## src/rtl/mul_share_ctrl.sv

```systemverilog
// Shares one fixed-latency pipelined multiplier between PORTS_N requesters, returning tagged products.
// Define MUL_SHARE_FIXED_PRIO_EN for fixed priority (lowest index wins); default is round-robin.
module mul_share_ctrl #(
    parameter int PORTS_N = 4,
    parameter int PORT_W  = 2,
    parameter int DATA_W  = 18,
    parameter int MUL_LAT = 3
) (
    input  logic                        clk,
    input  logic                        reset,
    input  logic [PORTS_N-1:0]          req_in,
    input  logic [PORTS_N*DATA_W-1:0]   a_in,
    input  logic [PORTS_N*DATA_W-1:0]   b_in,
    output logic [PORTS_N-1:0]          ack_out,
    output logic [PORTS_N-1:0]          res_vld_out,
    output logic signed [2*DATA_W-1:0]  res_out,
    output logic                        mul_vld_out,
    output logic signed [DATA_W-1:0]    mul_a_out,
    output logic signed [DATA_W-1:0]    mul_b_out,
    input  logic signed [2*DATA_W-1:0]  mul_res_in
);

    logic [PORTS_N-1:0] pending;
    logic [PORTS_N-1:0] elig;
    logic [PORTS_N-1:0] set_mask;
    logic [PORTS_N-1:0] clr_mask;
    logic               found;
    logic [PORT_W-1:0]  win;
    logic [PORT_W-1:0]  iss_tag;
    logic               tag_vld_p [MUL_LAT];
    logic [PORT_W-1:0]  tag_id_p  [MUL_LAT];
`ifndef MUL_SHARE_FIXED_PRIO_EN
    logic [PORT_W-1:0]  rr_ptr;
    logic [PORT_W-1:0]  idx_c;
`endif

    function automatic logic [PORTS_N-1:0] to_onehot(input logic [PORT_W-1:0] id);
        to_onehot     = '0;
        to_onehot[id] = 1'b1;
    endfunction

    // A port stays masked while its product is in flight; pending clears on the return edge
    assign elig = req_in & ~pending;

    always_comb begin
        found = 1'b0;
        win   = '0;
`ifdef MUL_SHARE_FIXED_PRIO_EN
        for (int i = PORTS_N - 1; i >= 0; i--) begin
            if (elig[i]) begin
                found = 1'b1;
                win   = PORT_W'(i);
            end
        end
`else
        idx_c = '0;
        for (int i = 0; i < PORTS_N; i++) begin
            idx_c = PORT_W'((int'(rr_ptr) + i) % PORTS_N);
            if (!found && elig[idx_c]) begin
                found = 1'b1;
                win   = idx_c;
            end
        end
`endif
    end

    assign set_mask = found ? to_onehot(win) : '0;
    assign clr_mask = tag_vld_p[MUL_LAT-1] ? to_onehot(tag_id_p[MUL_LAT-1]) : '0;

    // Issue stage: operands and tag launched toward the multiplier
    always_ff @(posedge clk or negedge reset) begin
        if (!reset) begin
            mul_vld_out <= 1'b0;
            mul_a_out   <= '0;
            mul_b_out   <= '0;
            ack_out     <= '0;
            iss_tag     <= '0;
            pending     <= '0;
`ifndef MUL_SHARE_FIXED_PRIO_EN
            rr_ptr      <= '0;
`endif
        end else begin
            mul_vld_out <= found;
            ack_out     <= set_mask;
            pending     <= (pending & ~clr_mask) | set_mask;
            if (found) begin
                mul_a_out <= a_in[int'(win)*DATA_W +: DATA_W];
                mul_b_out <= b_in[int'(win)*DATA_W +: DATA_W];
                iss_tag   <= win;
`ifndef MUL_SHARE_FIXED_PRIO_EN
                rr_ptr    <= PORT_W'((int'(win) + 1) % PORTS_N);
`endif
            end
        end
    end

    // Tag pipe: mirrors multiplier latency so the tag meets its product
    always_ff @(posedge clk or negedge reset) begin
        if (!reset) begin
            for (int i = 0; i < MUL_LAT; i++) begin
                tag_vld_p[i] <= 1'b0;
                tag_id_p[i]  <= '0;
            end
        end else begin
            tag_vld_p[0] <= mul_vld_out;
            tag_id_p[0]  <= iss_tag;
            for (int i = 1; i < MUL_LAT; i++) begin
                tag_vld_p[i] <= tag_vld_p[i-1];
                tag_id_p[i]  <= tag_id_p[i-1];
            end
        end
    end

    // Return stage: product captured and routed to the issuing port
    always_ff @(posedge clk or negedge reset) begin
        if (!reset) begin
            res_vld_out <= '0;
            res_out     <= '0;
        end else begin
            res_vld_out <= clr_mask;
            if (tag_vld_p[MUL_LAT-1]) begin
                res_out <= mul_res_in;
            end
        end
    end

endmodule

```

## config.mk

```make
export PLATFORM = sky130hd
export DESIGN_NAME = mul_share_ctrl
export DESIGN_NICKNAME = d
export VERILOG_FILES = /design/src/rtl/mul_share_ctrl.sv
export SDC_FILE = /design/constraint.sdc
export NUM_CORES = 1
export LEC_CHECK = 0
export ABC_AREA = 1
export ABC_CLOCK_PERIOD_IN_PS = 5500
export CORE_UTILIZATION = 35
export DETAILED_ROUTE_END_ITERATION = 8
export PLACE_DENSITY = 0.71
export SYNTH_ARGS = -nofsm -noshare
export SYNTH_HDL_FRONTEND = slang
export SYNTH_SLANG_ARGS = --single-unit
export TNS_END_PERCENT = 20
```

## constraint.sdc

```tcl
create_clock -name clk -period 5.5 [get_ports clk]
set_input_delay 1.65 -clock clk [delete_from_list [all_inputs] [get_ports clk]]
set_output_delay 1.65 -clock clk [all_outputs]
set_load 0.01 [all_outputs]
```

# == Word level (Yosys, flattened, before mapping) ==
# Index checks and enable logic that the tools add are counted.
# op_classes
addsub,4
n_mul,1
order_cmp,8
shifts,2
n_mux,22
n_bitwise,5
n_reduce_logical,8
# ops
operator,count
$shiftx 72x32->18,1
$shiftx 72x8->18,1
$lt 2x3->1 const B,6
$mux 1,10
$and 4x4->4,2
$bmux 1 s2,4
$mux 2,4
$mux 4,2
$not 4->4,2
$mul 2x4->6 const B,1
$logic_and 1x1->1,5
$add 2x1->2 const B,2
$add 2x2->2 const B,2
$demux 1 s2,2
$ge 2x1->1 const B,2
$or 4x4->4,1
$logic_not 1->1,3
# word_totals
regBits,98
elab_cells,65

# == Longest topological paths before layout ==
# Gate-level depths: netlist of the first run.
# logic_depth
word_depth,20
mapped_depth,17

# == Worst setup path after synthesis of the first run ==
# OpenSTA, ideal clock, no wires.
# synth_path
path_type,input -> register
from,in req_in[3]
to,reg mul_b_out[15]
setup_ns,0.117
arrival_ns,2.781
required_time_ns,5.383
path_slack_ns,2.602
cell_stages,12
path_buffers,2
cell_sequence,nand3_1 -> nand3_1 -> nand2_1 -> nand3_1 -> nand3_2 -> buf_4 -> buf_2 -> nand3_1 -> nand3_1 -> nand2_1 -> nand2_1 -> nand2_1
# synth_via
elab_chain_len,15
# synth_lines
item,line,source
start: declaration,11,"input logic [PORTS_N-1:0] req_in,"
$and 4x4->4 (*),43,assign elig = req_in & ~pending;
$bmux 1 s2,59,if (!found && elig[idx_c]) begin
$mux 1 (implied by the code),59,
$mux 1,59,
$logic_not 1->1,59,
$logic_and 1x1->1,59,
$mux 1,59,
$logic_not 1->1,59,
$logic_and 1x1->1,59,
$mux 1,59,
$logic_not 1->1,59,
$logic_and 1x1->1,59,
$mux 2,59,
$mul 2x4->6,88,mul_b_out <= b_in[int'(win)*DATA_W +: DATA_W];
$shiftx 72x8->18,88,
end signal: assignment,88,
end: declaration,19,"output logic signed [DATA_W-1:0] mul_b_out,"
# Mark *: on every way between the ends. The rest lies on a longest branch, timed or not. The select of a mux whose other input is x is not followed.
# A chain may end at the register's enable or synchronous reset.

# == Worst setup path in the final report of the first run ==
# layout_path
from,in req_in[2]
to,reg mul_b_out[4]
# The elaborated chain is that of the path after synthesis.

==> impl_metrics.toml, run 1 <==
[clocking]
clkLatencyLatePin_ps = 340
clkSlewWorstSetupHoldPaths_ps = 70
cts_tree = "done"
cts_root_buf = "clkbuf_16"
cts-resized-gates = 0
clock_path_buffers = 2
cts_buffers = 9
h-tree-depth = 3
cts_sinks = 98
post-cts-setup-buffers = 0
hold_buffers = 0

[sta]
finalHoldViolCount = 0
worst_pin_slew_ps = 1010
min_period_ps = 4010
skew_ps = 4.90
setup_viol = 0
min_period_over_period_pct = 73.0
tns_ps = 0
rsz0062_at_grt = "no"
relSlewSlack_pct = 32.6
drv_slew = 0
maxClockFrequency_ghz = 0.249

[final_layout]
diodes = 0
area_growth_pct = 55.7
drive_above_1_share_pct = 3.80
nets = 1182
n_fill_cell = 1395

[setup_path]
crit_type = "primary input to flop"
cpPeakStageDelay_ps = 470
crit_chain = "clkdlybuf4s50_1 -> nand3_1 -> nand2_1 -> nand2_1 -> nand2_1 -> nand4_1 -> nand2_2 -> buf_4 -> nand2_4 -> buf_12 -> or2_1 -> nand3_1 -> nand3_1"
crit_family = "simple AND/OR/NAND/NOR gates"
path_max_fanout = 62
worstPathArrival_ps = 4240
crit_buf_inv = 3
slowest_stage = "clkdlybuf4s50_1"
worstPathRequired_ps = 5720
cp-end-kind = "flop"
cp-start-kind = "primary input"

[status]
violations = "DRC"
status = "finished with violations"

[route]
vias = 5473
drtIter0Drc = 226
via_per_inst = 4.62
totalWireLength_mm = 15.9
drt_pre_antenna_iters = 6
wl_per_cell_um = 13.4
drc = 18
antenna_left = 0

[pwr]
powerDensity_nw_per_um2 = 626
p_leak_uw = 0.00428
ir_drop_mv = 0.392
finalPower_uw = 5210

[yosys]
yosys.area.top_type_share_pct = 45.9
ys_seq_area_share_pct = 45.9
yosys.area.top_type = "dfrtp_1"
ys_ff_latch = 98
synthesis.area_um2 = 5350
synth_cell_types = 25
avgSynthCellArea_um2 = 7.09
synth_area_leaders = "dfrtp_1 (46%), nand2_1 (20%), nand3_1 (12%)"
synth_nets = 940
yosysWarnings = 0
synth_cells = 754

[placed_design]
detailed_place_hpwl_mm = 11.7
portBuffers = 266
place_congestion = 0.851

[die]
die_area_um2 = 15800
initial_utilization_pct = 36.4
std_cell_rows = 44
pin_count = 267
core_um2 = 14700
die_w_um = 126
die_h_um = 126

[worst_hold_path]
hp-class = "flop to flop"

[run]
drv_cap = 0

[global_route]
antenna_found_initial = 0
gr-usage-all-layers_pct = 20.7
grt_max_degree = 63
grt_first_pass_wirelength_mm = 25.7
gr-total-overflow = 0
grt_pass1_vias = 5177
==> worst paths after layout <==
kind                              from      endpoint  slack [ps]  cells after the start
setup / recovery             req_in[2]  mul_b_out[4]        1490                     13
hold reg to reg            tag_id_p[4]   tag_id_p[2]         350                      0
min in group asynchronous        reset   res_out[15]        1380                      1
max in group asynchronous        reset  mul_b_out[2]        3100                      2
setup reg to reg             rr_ptr[0]  mul_b_out[4]        2600                     12
hold / removal             tag_id_p[4]   tag_id_p[2]         350                      0
==> per-stage QoR <==
stage | util (%) | std cells | area, µm² | hold slack (ps) | worst slack (ps)
6_report | 56.6 | 1185 | 8330 | 345 | 1490
5_1_grt | 56.6 | 1185 | 8330 | 352 | 1260
4_1_cts | 56.6 | 1185 | 8330 | 351 | 1510
3_5_place_dp | 54.8 | 1169 | 8050 | 336 | 1140
3_3_place_gp | 54.8 | 1169 | 8050 | 332 | 1200
2_1_floorplan | - | 754 | 5350 | 331 | 2600
==> worst reg2reg max path, cell delays in order, from the launching register on <==
cell and delay (ps):
dfrtp_1 560, inv_4 90, nand3_1 120, nand3_1 90
nand2_1 190, nand4_1 140, nand2_2 70, buf_4 350
nand2_4 390, buf_12 350, or2_1 270, nand3_1 70
nand3_1 80
==> cell families (layout without fill, tap and decap cells) <==
logic type	Yosys count	count (layout)	synth area share, %
AO/OA/AOI/OAI	40	40	3.84
buffers and inverters	166	413	13.8
flip-flops	98	98	45.9
AND/OR/NAND/NOR	450	450	36.5
==> cells in the final DEF (no fill, tap or decap) <==
| cell type | netlist | routed |
|---|---|---|
| o211ai_1 | 1 | 1 |
| nor3_1 | 4 | 4 |
| o21ai_1 | 17 | 17 |
| inv_4 | 1 | 1 |
| nand2_2 | 4 | 3 |
| buf_4 | 13 | 7 |
| clkbuf_16 | 0 | 9 |
| inv_2 | 2 | 2 |
| nand2_4 | 0 | 1 |
| nand3_1 | 123 | 123 |
| buf_12 | 0 | 1 |
| dfrtp_1 | 98 | 98 |
| a21oi_1 | 17 | 17 |
| nand3_2 | 4 | 4 |
| nor2_2 | 1 | 1 |
| nor2_1 | 5 | 4 |
| inv_1 | 121 | 121 |
| nor3_4 | 0 | 1 |
| clkinv_4 | 0 | 2 |
| nand4_1 | 3 | 3 |
| clkbuf_1 | 8 | 1 |
| o21ai_0 | 3 | 3 |
| nand2_1 | 287 | 287 |
| inv_6 | 0 | 3 |
| clkdlybuf4s50_1 | 0 | 265 |
| nor2_4 | 1 | 2 |
| or2_1 | 17 | 17 |
| o22ai_1 | 2 | 2 |
| clkinv_2 | 0 | 1 |
==> layout make-up <==
cell class / count / area [µm²] / area share [%]
inverters: 124 / 468 / 5.62
clock buffers: 10 / 229 / 2.75
well taps: 184 / 230 / 2.76
clock inverters: 6 / 48.8 / 0.586
repair buffers: 273 / 2730 / 32.7
multi-input cells: 490 / 2170 / 26.1
flip-flops and latches: 98 / 2450 / 29.5
==> state kept, by name, summed over array words and instances (netlist names) <==
register	count
mul_b_out	18
mul_vld_out	1
rr_ptr	2
res_vld_out	4
mul_a_out	18
tag_id_p	6
ack_out	4
iss_tag	2
tag_vld_p	3
res_out	36
pending	4
==> cell usage after synthesis (all sizes together) <==
| cell | instances |
|---|---|
| a21oi | 17 |
| buf | 34 |
| clkbuf | 8 |
| dfrtp | 98 |
| inv | 124 |
| nand2 | 291 |
| nand3 | 127 |
| nand4 | 3 |
| nor2 | 7 |
| nor3 | 5 |
| o211ai | 1 |
| o21ai | 20 |
| o22ai | 2 |
| or2 | 17 |
==> report_power, final <==
| part | internal [µW] | total (µW) | switching (µW) |
|---|---|---|---|
| Combinational | 1350 | 3330 | 1980 |
| Clock | 313 | 591 | 278 |
| Sequential | 1100 | 1290 | 187 |
| Total | 2760 | 5210 | 2450 |
==> routing by layer <==
metal  routed length, µm  track usage, %  vias up
met1                6510            24.4     2442
met4                 258            5.24        0
met3                1400            6.76       18
li1                    -               -     2783
met2                7720            36.2      230
met5                   0               0        -
Note: power is estimated with default switching activity, not from simulation.
==> run 2: changes to the inputs <==
--- a/config.mk
+++ b/config.mk
@@ -6,10 +6,10 @@
 export NUM_CORES = 1
 export LEC_CHECK = 0
 export ABC_AREA = 1
-export ABC_CLOCK_PERIOD_IN_PS = 5500
+export ABC_CLOCK_PERIOD_IN_PS = 3490
 export CORE_UTILIZATION = 35
 export DETAILED_ROUTE_END_ITERATION = 8
-export PLACE_DENSITY = 0.71
+export PLACE_DENSITY = 0.74
 export SYNTH_ARGS = -nofsm -noshare
 export SYNTH_HDL_FRONTEND = slang
 export SYNTH_SLANG_ARGS = --single-unit
==> constraint.sdc (replaced) <==
create_clock -name clk -period 3.49 [get_ports clk]
set_input_delay 1.047 -clock clk [delete_from_list [all_inputs] [get_ports clk]]
set_output_delay 1.047 -clock clk [all_outputs]
set_load 0.01 [all_outputs]
==> impl_metrics.toml, run 2 (same netlist as run 1, synthesis figures left out) <==
[placed_design]
place_area_um2 = 8100
portBuffers = 266
detailed_place_hpwl_mm = 12.1
place_congestion = 0.850

[setup_path]
path_max_fanout = 38
cp-end-kind = "flop"
ff2ff_setup_slack_ps = 1250
reg2reg_from = "rr_ptr[0]"
r2r_end = "mul_b_out[12]"
cp-start-kind = "primary input"
worstPathRequired_ps = 3720
crit_type = "primary input to flop"
worstPathArrival_ps = 3040
r2r_cells = 12

[final_layout]
largest_reg_flops = 36
diodes = 0
drive_above_1_share_pct = 4.27
final_cell_mix = "nand2_1 (287), clkdlybuf4s50_1 (265), nand3_1 (123), inv_1 (121), dfrtp_1 (98)"
stdcell_area_um2 = 8410
nets = 1189
area_growth_pct = 57.3
layout_commonest_cell = "nand2_1"
reg_top3 = "res_out: 36 flops, mul_a_out: 18 flops, mul_b_out: 18 flops"
n_fill_cell = 1339
largest-register = "res_out"

[clocking]
clkLatencyLatePin_ps = 340
cts-resized-gates = 0
cts_tree = "done"
h-tree-depth = 3
post-cts-setup-buffers = 0
cts_sinks = 98
cts_buffers = 9
cts_root_buf = "clkbuf_16"
clkSlewWorstSetupHoldPaths_ps = 70
hold_buffers = 0
clock_path_buffers = 2

[pwr]
clockPowerShare_pct = 12.3
p_leak_uw = 0.00433
p_comb_share_pct = 63.4
cell_internal_pwr_uw = 4570
p_sw_share_pct = 45.9
powerDensity_nw_per_um2 = 1010
sequentialPowerShare_pct = 24.2
ir_drop_mv = 0.592
p_switching_uw = 3880

[worst_hold_path]
min_from = "tag_id_p[5]"
hp-class = "flop to flop"
hold_depth = 0
holdPathEnd = "tag_id_p[3]"

[die]
initial_utilization_pct = 36.4
die_area_um2 = 15800
pin_count = 267
std_cell_rows = 44
die_w_um = 126
die_h_um = 126
core_um2 = 14700

[sta]
maxClockFrequency_ghz = 0.356
worst_pin_slew_ps = 799
setup_viol = 0
finalHoldViolCount = 0
relSlewSlack_pct = 46.7
drv_slew = 0
skew_ps = 6.40
tns_ps = 0
min_period_over_period_pct = 80.5
min_period_ps = 2810
rsz0062_at_grt = "no"

[global_route]
grt_pass1_vias = 5238
antenna_found_initial = 0
gr-usage-all-layers_pct = 21.3
grt_max_degree = 83
gr-total-overflow = 0
grt_first_pass_wirelength_mm = 26.5

[run]
drv_cap = 0

[route]
wl_per_cell_um = 13.8
vias = 5504
antenna_left = 0
via_per_inst = 4.62
drt_pre_antenna_iters = 9
drc = 19
totalWireLength_mm = 16.4
drtIter0Drc = 256

[status]
violations = "DRC"
status = "finished with violations"
run 2: cell types whose count changed in the layout (fill, tap and decap cells not counted):
| cell | delta |
|---|---|
| buf_4 | +7 |
| inv_6 | -3 |
| bufinv_16 | +2 |
| clkinv_2 | -1 |
| clkbuf_1 | +1 |
run 2: metal layers:
metal | up-vias | global-route usage (%) | wire length, µm
met3 | 23 | 4.88 | 1270
li1 | 2796 | - | -
met1 | 2486 | 25.5 | 6800
met4 | 0 | 7.96 | 343
met2 | 199 | 37.0 | 8030
met5 | - | 0 | 0
run 2: worst max-delay path by stage:
stage                   start       endpoint  slack (ps)  cells after the start
floorplan           req_in[3]  mul_b_out[15]        1200                     12
global placement    req_in[2]  mul_b_out[12]         410                     13
detailed placement  req_in[0]  mul_b_out[12]         350                     13
CTS                 req_in[1]  mul_b_out[12]         710                     13
global route        req_in[2]  mul_b_out[15]         520                     13
finish              req_in[1]  mul_b_out[12]         680                     13
run 2: per-stage QoR:
| step | instances | hold WS (ps) | worst slack, ps | utilization, % | power, µW |
|---|---|---|---|---|---|
| 6_report | 1191 | 345 | 682 | 57.2 | 8460 |
| 5_1_grt | 1191 | 365 | 525 | 57.2 | 9270 |
| 4_1_cts | 1191 | 353 | 712 | 57.2 | 8550 |
| 3_5_place_dp | 1176 | 337 | 352 | 55.1 | 7470 |
| 3_3_place_gp | 1176 | 332 | 412 | 55.1 | 7350 |
| 2_1_floorplan | 754 | 331 | 1200 | - | 5650 |
run 2: final cells by class:
class                   instances  area [µm²]  share of cell area [%]
multi-input cells             490        2170                    25.8
repair buffers                280        2780                    33.0
clock inverters                 4        77.6                   0.922
clock buffers                  11         233                    2.77
inverters                     124         468                    5.56
flip-flops and latches         98        2450                    29.2
well taps                     184         230                    2.74
run 2: critical path, cell delays in order:
cell and delay, ps:
clkdlybuf4s50_1 490, nand3_1 130, nand2_1 130, nand2_1 50
nand2_1 150, nand3_1 120, nand3_2 110, buf_4 380
nand3_1 150, nand3_1 120, nand2_1 60, nand2_1 50
nand2_1 40
run 2: power groups by stage:
stage | combinational (µW) | sequential, µW | clock (µW)
floorplan | 3430 | 2220 | 0
global placement | 5310 | 2040 | 0
detailed placement | 5410 | 2060 | 0
CTS | 5420 | 2050 | 1080
global route | 6040 | 2110 | 1120
finish | 5370 | 2050 | 1040
==> run 3: changes to the inputs <==
--- a/config.mk
+++ b/config.mk
@@ -6,10 +6,10 @@
 export NUM_CORES = 1
 export LEC_CHECK = 0
 export ABC_AREA = 1
-export ABC_CLOCK_PERIOD_IN_PS = 3490
+export ABC_CLOCK_PERIOD_IN_PS = 2800
 export CORE_UTILIZATION = 35
 export DETAILED_ROUTE_END_ITERATION = 8
-export PLACE_DENSITY = 0.74
+export PLACE_DENSITY = 0.71
 export SYNTH_ARGS = -nofsm -noshare
 export SYNTH_HDL_FRONTEND = slang
 export SYNTH_SLANG_ARGS = --single-unit
==> constraint.sdc (replaced) <==
create_clock -name clk -period 2.8 [get_ports clk]
set_input_delay 0.84 -clock clk [delete_from_list [all_inputs] [get_ports clk]]
set_output_delay 0.84 -clock clk [all_outputs]
set_load 0.01 [all_outputs]
==> impl_metrics.toml, run 3 (same netlist as run 1, synthesis figures left out) <==
[setup_path]
path_max_fanout = 43
reg2reg_from = "rr_ptr[0]"
cpPeakStageDelay_ps = 480
crit_type = "primary input to flop"
crit_path_frequent_cell = "nand2_1"
worstPathArrival_ps = 2720
cp-end-kind = "flop"
worstPathRequired_ps = 3030
cp-start-kind = "primary input"
crit_chain = "clkdlybuf4s50_1 -> nand3_1 -> nand3_1 -> nand2_1 -> nand3_1 -> nand3_2 -> nand2_4 -> buf_12 -> nand2_1 -> nand3_1 -> nand2_1 -> nand2_1 -> nand2_1"
slowest_stage = "clkdlybuf4s50_1"
critPathLaunch = "req_in[3]"

[global_route]
gr-total-overflow = 0
grt_first_pass_wirelength_mm = 26.3
gr-usage-all-layers_pct = 21.2
antenna_found_initial = 0
grt_pass1_vias = 5322
grt_max_degree = 61

[sta]
setup_viol = 0
skew_ps = 7.64
min_period_ps = 2490
relSlewSlack_pct = 69.0
worst_pin_slew_ps = 464
finalHoldViolCount = 0
drv_slew = 0
rsz0062_at_grt = "no"
min_period_over_period_pct = 88.9
maxClockFrequency_ghz = 0.402
hold_slack_ps = 347
tns_ps = 0

[placed_design]
place_congestion = 0.821
portBuffers = 266
detailed_place_hpwl_mm = 12.2
place_area_um2 = 8200

[pwr]
clockPowerShare_pct = 11.8
sequentialPowerShare_pct = 23.6
p_leak_uw = 0.00437
p_switching_uw = 4900
powerDensity_nw_per_um2 = 1260
ir_drop_mv = 1.09
cell_internal_pwr_uw = 5840
p_sw_share_pct = 45.6
p_comb_share_pct = 64.7

[clocking]
cts-resized-gates = 0
clkSlewWorstSetupHoldPaths_ps = 70
cts_buffers = 9
h-tree-depth = 3
cts_sinks = 98
post-cts-setup-buffers = 0
clkLatencyLatePin_ps = 340
cts_root_buf = "clkbuf_16"
clock_path_buffers = 2
cts_tree = "done"
hold_buffers = 0

[final_layout]
nets = 1194
largest_reg_flops = 36
reg_top3 = "res_out: 36 flops, mul_a_out: 18 flops, mul_b_out: 18 flops"
n_fill_cell = 1403
final_cell_mix = "nand2_1 (287), clkdlybuf4s50_1 (265), nand3_1 (123), inv_1 (121), dfrtp_1 (98)"
drive_above_1_share_pct = 4.94
largest-register = "res_out"
stdcell_area_um2 = 8500
layout_commonest_cell = "nand2_1"
diodes = 0
area_growth_pct = 59.0

[route]
via_per_inst = 4.56
drtIter0Drc = 281
vias = 5456
drc = 18
drt_pre_antenna_iters = 7
totalWireLength_mm = 16.1
wl_per_cell_um = 13.4
antenna_left = 0

[die]
pin_count = 267
core_um2 = 14700
initial_utilization_pct = 36.4
die_w_um = 126
die_h_um = 126
die_area_um2 = 15800
std_cell_rows = 44

[status]
status = "finished with violations"
violations = "DRC"

[worst_hold_path]
min_from = "tag_id_p[2]"
hp-class = "flop to flop"

[run]
drv_cap = 0
## run 3: changes by cell type in the layout (fill, tap and decap cells not counted), sizes merged
cell,previous run,this run
buf,15,20
inv,124,126
bufinv,2,1
clkbuf,11,10
clkinvlp,0,1
## run 3: power by group through the flow
| stage | logic (µW) | registers, µW | clock network (µW) |
|---|---|---|---|
| after floorplan | 4270 | 2770 | 0 |
| after global placement | 6950 | 2540 | 0 |
| after detailed placement | 7090 | 2540 | 0 |
| after CTS | 7070 | 2540 | 1300 |
| after global routing | 7800 | 2620 | 1360 |
| final | 6950 | 2540 | 1260 |
## run 3: path summary, 6_finish.rpt
path	to	slack, ps	cells after the start
max	mul_b_out[3]	310	13
min	tag_id_p[0]	350	0
max reg2reg	mul_b_out[16]	620	11
min reg2reg	tag_id_p[0]	350	0
max in group asynchronous	mul_a_out[4]	1760	2
min in group asynchronous	res_out[15]	400	1
## run 3: layout make-up
cell class	instances	area (µm²)	share of cell area, %
Tap cell	184	230	2.71
Timing Repair Buffer	285	2880	33.8
Multi-Input combinational cell	490	2170	25.6
Inverter	124	468	5.50
Clock inverter	6	72.6	0.853
Sequential cell	98	2450	28.8
Clock buffer	10	229	2.69
## run 3: layer usage
metal,share of wire (%),routed length [µm],GRT usage [%],up-vias
met2,48,7770,37.5,191
met4,1.3,210,5.74,0
li1,-,-,-,2810
met1,41,6660,24.7,2439
met5,0,0,0,-
met3,8.8,1410,6.59,16
## run 3: per-stage QoR
step / utilization, % / setup WS (ps) / total power (µW) / std cells
after detailed placement: 55.8 / -24.5 / 9630 / 1181
after global routing: 57.8 / 112 / 11800 / 1197
after CTS: 57.8 / 336 / 10900 / 1197
after global placement: 55.8 / -0.893 / 9500 / 1181
final: 57.8 / 310 / 10700 / 1197
after floorplan: - / 712 / 7040 / 754
## run 3: critical path: cells and delay by family
family / cells / cell delay [ps]
buf+inv: 2 / 690
simple gates: 11 / 1170
